**src/rtl/pwm_capture.sv**
```systemverilog
// Pulse-train capture: measures rise-to-rise period and rise-to-fall high time of an
// asynchronous input, reports a 3-bit duty level and flags loss of signal.
module pwm_capture #(
    parameter int CNT_W       = 20,
    parameter int TIMEOUT     = 1000000,
    parameter int MIN_PERIOD  = 16,
    parameter int SYNC_STAGES = 2
) (
    input  logic             i_clk,
    input  logic             i_rst_n,
    input  logic             i_pwm_in,
    output logic [CNT_W-1:0] o_high_count,
    output logic [CNT_W-1:0] o_period_count,
    output logic [2:0]       o_duty_level,
    output logic             o_meas_valid,
    output logic             o_signal_lost
);

    localparam logic [0:0]       S_IDLE    = 1'b0;
    localparam logic [0:0]       S_MEAS    = 1'b1;
    localparam logic [CNT_W-1:0] C_TIMEOUT = CNT_W'(TIMEOUT);
    localparam logic [CNT_W-1:0] C_MIN     = CNT_W'(MIN_PERIOD);
    localparam int               DW        = CNT_W + 3;

    logic [SYNC_STAGES-1:0] r_sync;
    logic                   r_prev;
    logic [CNT_W-1:0]       r_cnt;
    logic [CNT_W-1:0]       r_hlatch;
    logic [0:0]             r_state;

    logic             w_synced;
    logic             w_rise;
    logic             w_fall;
    logic             w_timeout;
    logic [CNT_W-1:0] w_period;
    logic [7:1]       w_ge;
    logic [2:0]       w_duty;

    assign w_synced  = r_sync[SYNC_STAGES-1];
    assign w_rise    = w_synced & ~r_prev;
    assign w_fall    = ~w_synced & r_prev;
    assign w_period  = r_cnt + CNT_W'(1);
    assign w_timeout = (r_cnt == C_TIMEOUT);

    always_ff @(posedge i_clk or negedge i_rst_n) begin
        if (!i_rst_n) begin
            r_sync <= '0;
            r_prev <= 1'b0;
        end else begin
            r_sync <= {r_sync[SYNC_STAGES-2:0], i_pwm_in};
            r_prev <= w_synced;
        end
    end

    // Counter saturates so a dead input cannot wrap into a bogus period.
    always_ff @(posedge i_clk or negedge i_rst_n) begin
        if (!i_rst_n) begin
            r_cnt    <= '0;
            r_hlatch <= '0;
        end else begin
            if (w_rise) begin
                r_cnt <= '0;
            end else if (!w_timeout) begin
                r_cnt <= r_cnt + CNT_W'(1);
            end
            if (w_fall) begin
                r_hlatch <= w_period;
            end
        end
    end

    // Threshold k is met when high/period >= k/8; the duty level is how many are met.
    genvar gi;
    generate
        for (gi = 1; gi <= 7; gi++) begin : g_thresh
            assign w_ge[gi] = ({r_hlatch, 3'b000}) >= (DW'(gi) * DW'(w_period));
        end
    endgenerate

    always_comb begin
        w_duty = 3'd0;
        for (int k = 1; k <= 7; k++) begin
            w_duty = w_duty + 3'(w_ge[k]);
        end
    end

    always_ff @(posedge i_clk or negedge i_rst_n) begin
        if (!i_rst_n) begin
            r_state        <= S_IDLE;
            o_high_count   <= '0;
            o_period_count <= '0;
            o_duty_level   <= 3'd0;
            o_meas_valid   <= 1'b0;
            o_signal_lost  <= 1'b1;
        end else begin
            o_meas_valid <= 1'b0;
            case (r_state)
                S_IDLE: begin
                    // First rise only opens a period; nothing complete to report yet.
                    if (w_rise) begin
                        r_state <= S_MEAS;
                    end
                end
                S_MEAS: begin
                    if (w_rise) begin
                        if (w_period >= C_MIN) begin
                            o_period_count <= w_period;
                            o_high_count   <= r_hlatch;
                            o_duty_level   <= w_duty;
                            o_meas_valid   <= 1'b1;
                            o_signal_lost  <= 1'b0;
                        end
                    end else if (w_timeout) begin
                        r_state        <= S_IDLE;
                        o_signal_lost  <= 1'b1;
                        o_high_count   <= '0;
                        o_period_count <= '0;
                        o_duty_level   <= w_synced ? 3'd7 : 3'd0;
                    end
                end
                default: r_state <= S_IDLE;
            endcase
        end
    end

endmodule

```
**config.mk**
```make
export PLATFORM = sky130hd
export DESIGN_NAME = pwm_capture
export DESIGN_NICKNAME = d
export VERILOG_FILES = /design/src/rtl/pwm_capture.sv
export SDC_FILE = /design/constraint.sdc
export NUM_CORES = 1
export LEC_CHECK = 0
export CORE_AREA = 2 2 201 203
export CTS_CLUSTER_DIAMETER = 60
export DETAILED_ROUTE_END_ITERATION = 10
export DIE_AREA = 0 0 203 205
export PLACE_DENSITY = 0.47
export SLEW_MARGIN = 20
export SYNTH_ARGS = -nofsm -noshare
export SYNTH_HDL_FRONTEND = slang
export SYNTH_SLANG_ARGS = --single-unit
```
**constraint.sdc**
```tcl
create_clock -name i_clk -period 17.05 [get_ports i_clk]
set_clock_uncertainty 0.15 [all_clocks]
set_input_delay 4.2625 -clock i_clk [delete_from_list [all_inputs] [get_ports i_clk]]
set_output_delay 4.2625 -clock i_clk [all_outputs]
set_load 0.01 [all_outputs]
```
==> out/metrics.yaml, run 1 <==
status:
  status: "complete, no violations"
placement:
  port_buffers: 47
  dpl_cell_area_um2: 10800
  finalWeightedCongestion: 0.802
  dp_hpwl_um: 21200
  dp.cells: 1651
synthesis:
  synth_edf_count: 0
  synth_area_um2: 9730
  ys_ff_latch: 89
  synthCells: 1108
  synth_cell_types: 77
  mappedNetlistNets: 1320
  dominantRegCellSynth: "dfrtp_1"
  async_flop_share_pct: 100
  yosysWarnings: 0
  syn-mean-instance-area_um2: 8.79
  ys_seq_area_share_pct: 22.9
power_and_ir_drop:
  p_leak_nw: 5.49
  ir_worst_vdd_v: 0.0000548
  p_int_mw: 0.582
  combPwrFrac_pct: 56.1
  power.share.sequential_pct: 25.2
  p_sw_mw: 0.424
  power.density_nw_per_um2: 90.8
  swShare_pct: 42.2
  p_clk_share_pct: 18.7
clock_network:
  cts-buffers-inserted: 9
  hold_buffers: 0
  clk_latency_ns: 0.35
  cts_setup_buffers: 0
  tritoncts: "yes"
  h-tree-depth: 3
  root_buffer: "clkbuf_16"
  cts_max_path_buffers: 2
  ctsResizeCount: 0
  path_clk_slew_ns: 0.07
  cts_sinks: 89
final_layout:
  syn2layout_area_growth_pct: 13.9
  layout_common_cells: "196 x ha_1, 88 x dfrtp_1, 85 x nand2_1"
  drive_gt1_share_pct: 6.22
  fin_util_pct: 28.2
  final_common_cell: "ha_1"
  fin_nets: 1349
  fin_area_um2: 11100
  fin_cells: 1667
  antennaDiodeCount: 0
detailed_routing:
  drc: 0
  wl_um: 27300
  vias: 8092
  drt_iter0_drc: 425
  vias_per_cell: 4.85
  wl_per_cell_um: 16.4
  antenna_left: 0
  drt-pass1-iter-count: 6
grt:
  grt_max_degree: 63
  grt_pass1_vias: 8206
  grt_usage_pct: 13.4
  overflow: 0
  grt_pass1_wl_um: 44600
  antenna_found_initial: 0
worst_hold_path:
  worst_hold_startpoint: "r_sync[0]"
  hold_class: "reg2reg"
worst_setup_path:
  worstSetupPathType: "reg2reg"
  cp-end-kind: "register"
  crit_fanout: 13
  worst_ep_required_time_ns: 17.16
  rrSetupSlack_ns: 8.71
  critPathLaunch: "r_cnt[0]"
  cp-start-kind: "register"
  cp_data_arrival_time_ns: 8.45
  r2r-start: "r_cnt[0]"
sta:
  setup_violations: 0
  slew_violations: 0
  rsz0062_at_grt: "false"
  fin_crit_sh_pct: 48.9
  max_freq_mhz: 120
  finalHoldViolations: 0
  min_period_ns: 8.34
  tightest_slew_ns: 1.01
  setup_tns_ns: 0
  relSlewSlack_pct: 32.5
floorplanning:
  coreArea_um2: 39400
  die_area_um2: 41600
  initial_core_util_pct: 24.7
  row_count: 73
  die_height_um: 205
  dieWidth_um: 203
  ios: 48
job:
  maxCapViolations: 0
[power by group through the flow]
stage               Clock (mW)  Combinational (mW)  Sequential, mW
detailed placement           0               0.573           0.258
global route             0.202               0.641           0.256
finish                   0.188               0.565           0.254
CTS                      0.194               0.574           0.253
floorplan                    0               0.428           0.241
global placement             0               0.566           0.257
[cell usage after synthesis, drive strengths merged (8+ instances only)]
cell / n / area share [%]
maj3: 8 / 0.86
nor2b: 12 / 0.77
fa: 13 / 2.7
o21a: 12 / 0.93
a21o: 43 / 3.3
a21oi: 55 / 2.9
or2: 9 / 0.58
nand3: 65 / 3.3
nand2: 85 / 3.3
nand2b: 10 / 0.64
ha: 196 / 25
nor3: 19 / 0.98
dfrtp: 88 / 23
o31ai: 23 / 1.8
clkbuf: 31 / 1.2
buf: 17 / 0.96
o21ai: 77 / 4.0
nor2: 68 / 2.7
nand4: 23 / 1.6
xor2: 33 / 3.2
xnor2: 54 / 4.9
inv: 55 / 2.2
and3: 8 / 0.51
[final timing paths]
| kind | endpoint | cells after the start |
|---|---|---|
| max | o_duty_level[1] | 26 |
| max reg2reg | o_duty_level[1] | 26 |
| min | r_sync[1] | 0 |
| min in group asynchronous | r_hlatch[4] | 1 |
| max in group asynchronous | r_prev | 2 |
| min reg2reg | r_sync[1] | 0 |
[sequential cells by signal (all words and copies together) (netlist names), 2 cells and up]
| name | flops |
|---|---|
| o_high_count | 20 |
| r_sync | 2 |
| r_hlatch | 20 |
| o_duty_level | 3 |
| o_period_count | 20 |
| r_cnt | 20 |
[routing by layer]
metal / global-route usage [%] / share of wire [%] / up-vias
met1: 18.6 / 50 / 3861
met4: 3.44 / 1.5 / 0
li1: - / - / 4100
met2: 22.8 / 46 / 111
met3: 0.620 / 2.1 / 20
met5: 0 / 0 / -
[kinds of logic after synthesis]
kind of cell,Yosys count,share of synthesized area (%)
buf+inv,103,4.33
simple gates,326,16.5
compound gates,284,19.2
mux,2,0.206
fa+ha+maj,217,28.7
xor+xnor,87,8.17
flops,89,22.9
[per-stage QoR]
| stage | hold slack, ns | worst slack, ns | power (mW) |
|---|---|---|---|
| after floorplan | 0.181 | 10.10 | 0.669 |
| after global placement | 0.204 | 8.86 | 0.823 |
| after detailed placement | 0.189 | 8.61 | 0.830 |
| after CTS | 0.214 | 8.59 | 1.02 |
| after global routing | 0.229 | 7.98 | 1.10 |
| final | 0.212 | 8.71 | 1.01 |
[critical path, cell delays in order, from the launching register on]
cell,delay [ns]
dfrtp_1,0.67
ha_1,0.39
nand3_1,0.21
xnor2_1,0.85
inv_1,0.44
nor2_1,0.16
or2_2,0.15
ha_1,0.22
ha_1,0.33
a2111oi_0,0.65
or3_1,0.24
a31oi_1,0.14
a41o_1,0.31
nor2_1,0.12
xor2_1,0.16
ha_1,0.26
nand4_1,0.13
nor2_1,0.08
a2111oi_0,0.39
o211ai_1,0.15
o221ai_1,0.22
a21oi_1,0.16
fa_1,0.51
fa_1,0.46
fa_1,0.48
o21ai_0,0.06
o21ai_0,0.17
[layout make-up]
cell class / instances / area [µm²]
tap: 525 / 657
sequential: 89 / 2230
fill: 4200 / 28300
clock buffer: 9 / 225
clock inverter: 7 / 52.6
timing repair buffer: 66 / 611
inverter: 55 / 211
multi-input combinational: 916 / 7100
(Power assumes the default switching activity.)
==> inputs of run 2 (changes only) <==
==> constraint.sdc (replaced) <==
create_clock -name i_clk -period 7.7 [get_ports i_clk]
set_clock_uncertainty 0.15 [all_clocks]
set_input_delay 1.925 -clock i_clk [delete_from_list [all_inputs] [get_ports i_clk]]
set_output_delay 1.925 -clock i_clk [all_outputs]
set_load 0.01 [all_outputs]
==> out/metrics.yaml, run 2 (synthesis gave the netlist of run 1 again) <==
status:
  status: "complete, no violations"
floorplanning:
  dieWidth_um: 203
  die_height_um: 205
  coreArea_um2: 39400
  die_area_um2: 41600
  initial_core_util_pct: 24.7
  row_count: 73
  ios: 48
worst_setup_path:
  rrSetupSlack_ns: 0.54
  worst_ep_required_time_ns: 7.77
  crit_fanout: 8
  critical_path.slowest_cell: "fa_1"
  cp-start-kind: "register"
  r2r_cells: 28
  worstSetupPathType: "reg2reg"
  cp_data_arrival_time_ns: 7.23
  cp-end-kind: "register"
  critical_path.max_stage_delay_ns: 0.53
  cp_common_cell: "fa_1"
clock_network:
  cts-buffers-inserted: 9
  root_buffer: "clkbuf_16"
  path_clk_slew_ns: 0.06
  clk_latency_ns: 0.34
  cts_sinks: 89
  cts_max_path_buffers: 2
  h-tree-depth: 3
  tritoncts: "yes"
sta:
  setup_tns_ns: 0
  holdWs_ns: 0.202
  max_freq_mhz: 140
  fin_crit_sh_pct: 93.0
  relSlewSlack_pct: 39.8
  finalHoldViolations: 0
  min_period_ns: 7.16
  slew_violations: 0
  setup_violations: 0
  rsz0062_at_grt: "false"
  tightest_slew_ns: 0.903
detailed_routing:
  drc: 0
  wl_per_cell_um: 16.4
  drt_iter0_drc: 346
  drt-pass1-iter-count: 4
  antenna_left: 0
  vias: 8091
  wl_um: 27500
  vias_per_cell: 4.83
grt:
  grt_usage_pct: 13.5
  grt_pass1_wl_um: 44900
  antenna_found_initial: 0
  overflow: 0
  grt_max_degree: 84
  grt_pass1_vias: 8058
final_layout:
  syn2layout_area_growth_pct: 15.3
  layout_common_cells: "194 x ha_1, 85 x nand2_1, 82 x dfrtp_1"
  antennaDiodeCount: 0
  fin_nets: 1359
  final_common_cell: "ha_1"
  drive_gt1_share_pct: 7.99
placement:
  dp_hpwl_um: 21600
  finalWeightedCongestion: 0.826
  port_buffers: 47
power_and_ir_drop:
  p_leak_nw: 5.54
  power.density_nw_per_um2: 209
  ir_worst_vdd_v: 0.000217
job:
  maxCapViolations: 0
worst_hold_path:
  hold_class: "reg2reg"
  holdPathStages: 0
[run 2: changes by cell type in the layout (fill, tap and decap cells not counted), moves of 2 or more]
cell       before  now
a2111oi_0       4    2
buf_4          20   30
clkbuf_8        0    2
dfrtp_1        88   82
dfrtp_2         0    6
ha_1          196  194
ha_2            0    2
inv_6           2    0
[run 2: worst max-delay path: cells and delay by family, from the launching register on]
family                     cells  cell delay (ns)
AOI/OAI and AO/OA             12             2.50
buffers and inverters          4             0.46
adders and majority gates      7             2.86
and+or+nand+nor                4             0.45
xor gates and xnor gates       1             0.17
DFF                            1             0.45
[run 2: routing by layer]
layer / wire length [µm] / GRT usage, %
met1: 13900 / 19.0
met2: 12900 / 23.0
met3: 467 / 0.684
met4: 261 / 2.58
met5: 0 / 0
[run 2: what timing repair did]
item	in CTS	in global routing
hold buffers	0	0
hold endpoints to repair	0	0
resized for setup	0	15
setup buffers	0	1
endpoints found under the setup margin	0	3
[run 2: path summary, 6_finish.rpt]
kind,end,startpoint
max,o_duty_level[1],r_cnt[0]
min,r_sync[1],r_sync[0]
max reg2reg,o_duty_level[1],r_cnt[0]
min reg2reg,r_sync[1],r_sync[0]
max in group asynchronous,r_cnt[5],i_rst_n
min in group asynchronous,o_period_count[5],i_rst_n
[run 2: final cells by class]
| class | instances | area [µm²] |
|---|---|---|
| Fill cell | 4212 | 28100 |
| Multi-Input combinational cell | 916 | 7130 |
| Sequential cell | 89 | 2240 |
| Timing Repair Buffer | 76 | 686 |
| Tap cell | 525 | 657 |
| Clock buffer | 11 | 253 |
| Inverter | 55 | 211 |
| Clock inverter | 4 | 52.6 |
[run 2: through the flow]
step	worst slack [ns]	util, %	area, µm²	cells	power, mW
6_report	0.540	28.5	11200	1676	2.35
4_1_cts	0.193	28.4	11200	1675	2.36
3_5_place_dp	0.226	27.6	10900	1660	1.90
5_1_grt	0.0166	28.5	11200	1676	2.59
3_3_place_gp	0.388	27.6	10900	1660	1.86
2_1_floorplan	0.751	-	9730	1108	1.48
[run 2: power by group]
part	switching [mW]	total [mW]	leakage, nW	internal [mW]
Clock	0.189	0.457	0.152	0.268
Combinational	0.721	1.33	4.18	0.611
Sequential	0.0675	0.561	1.21	0.494
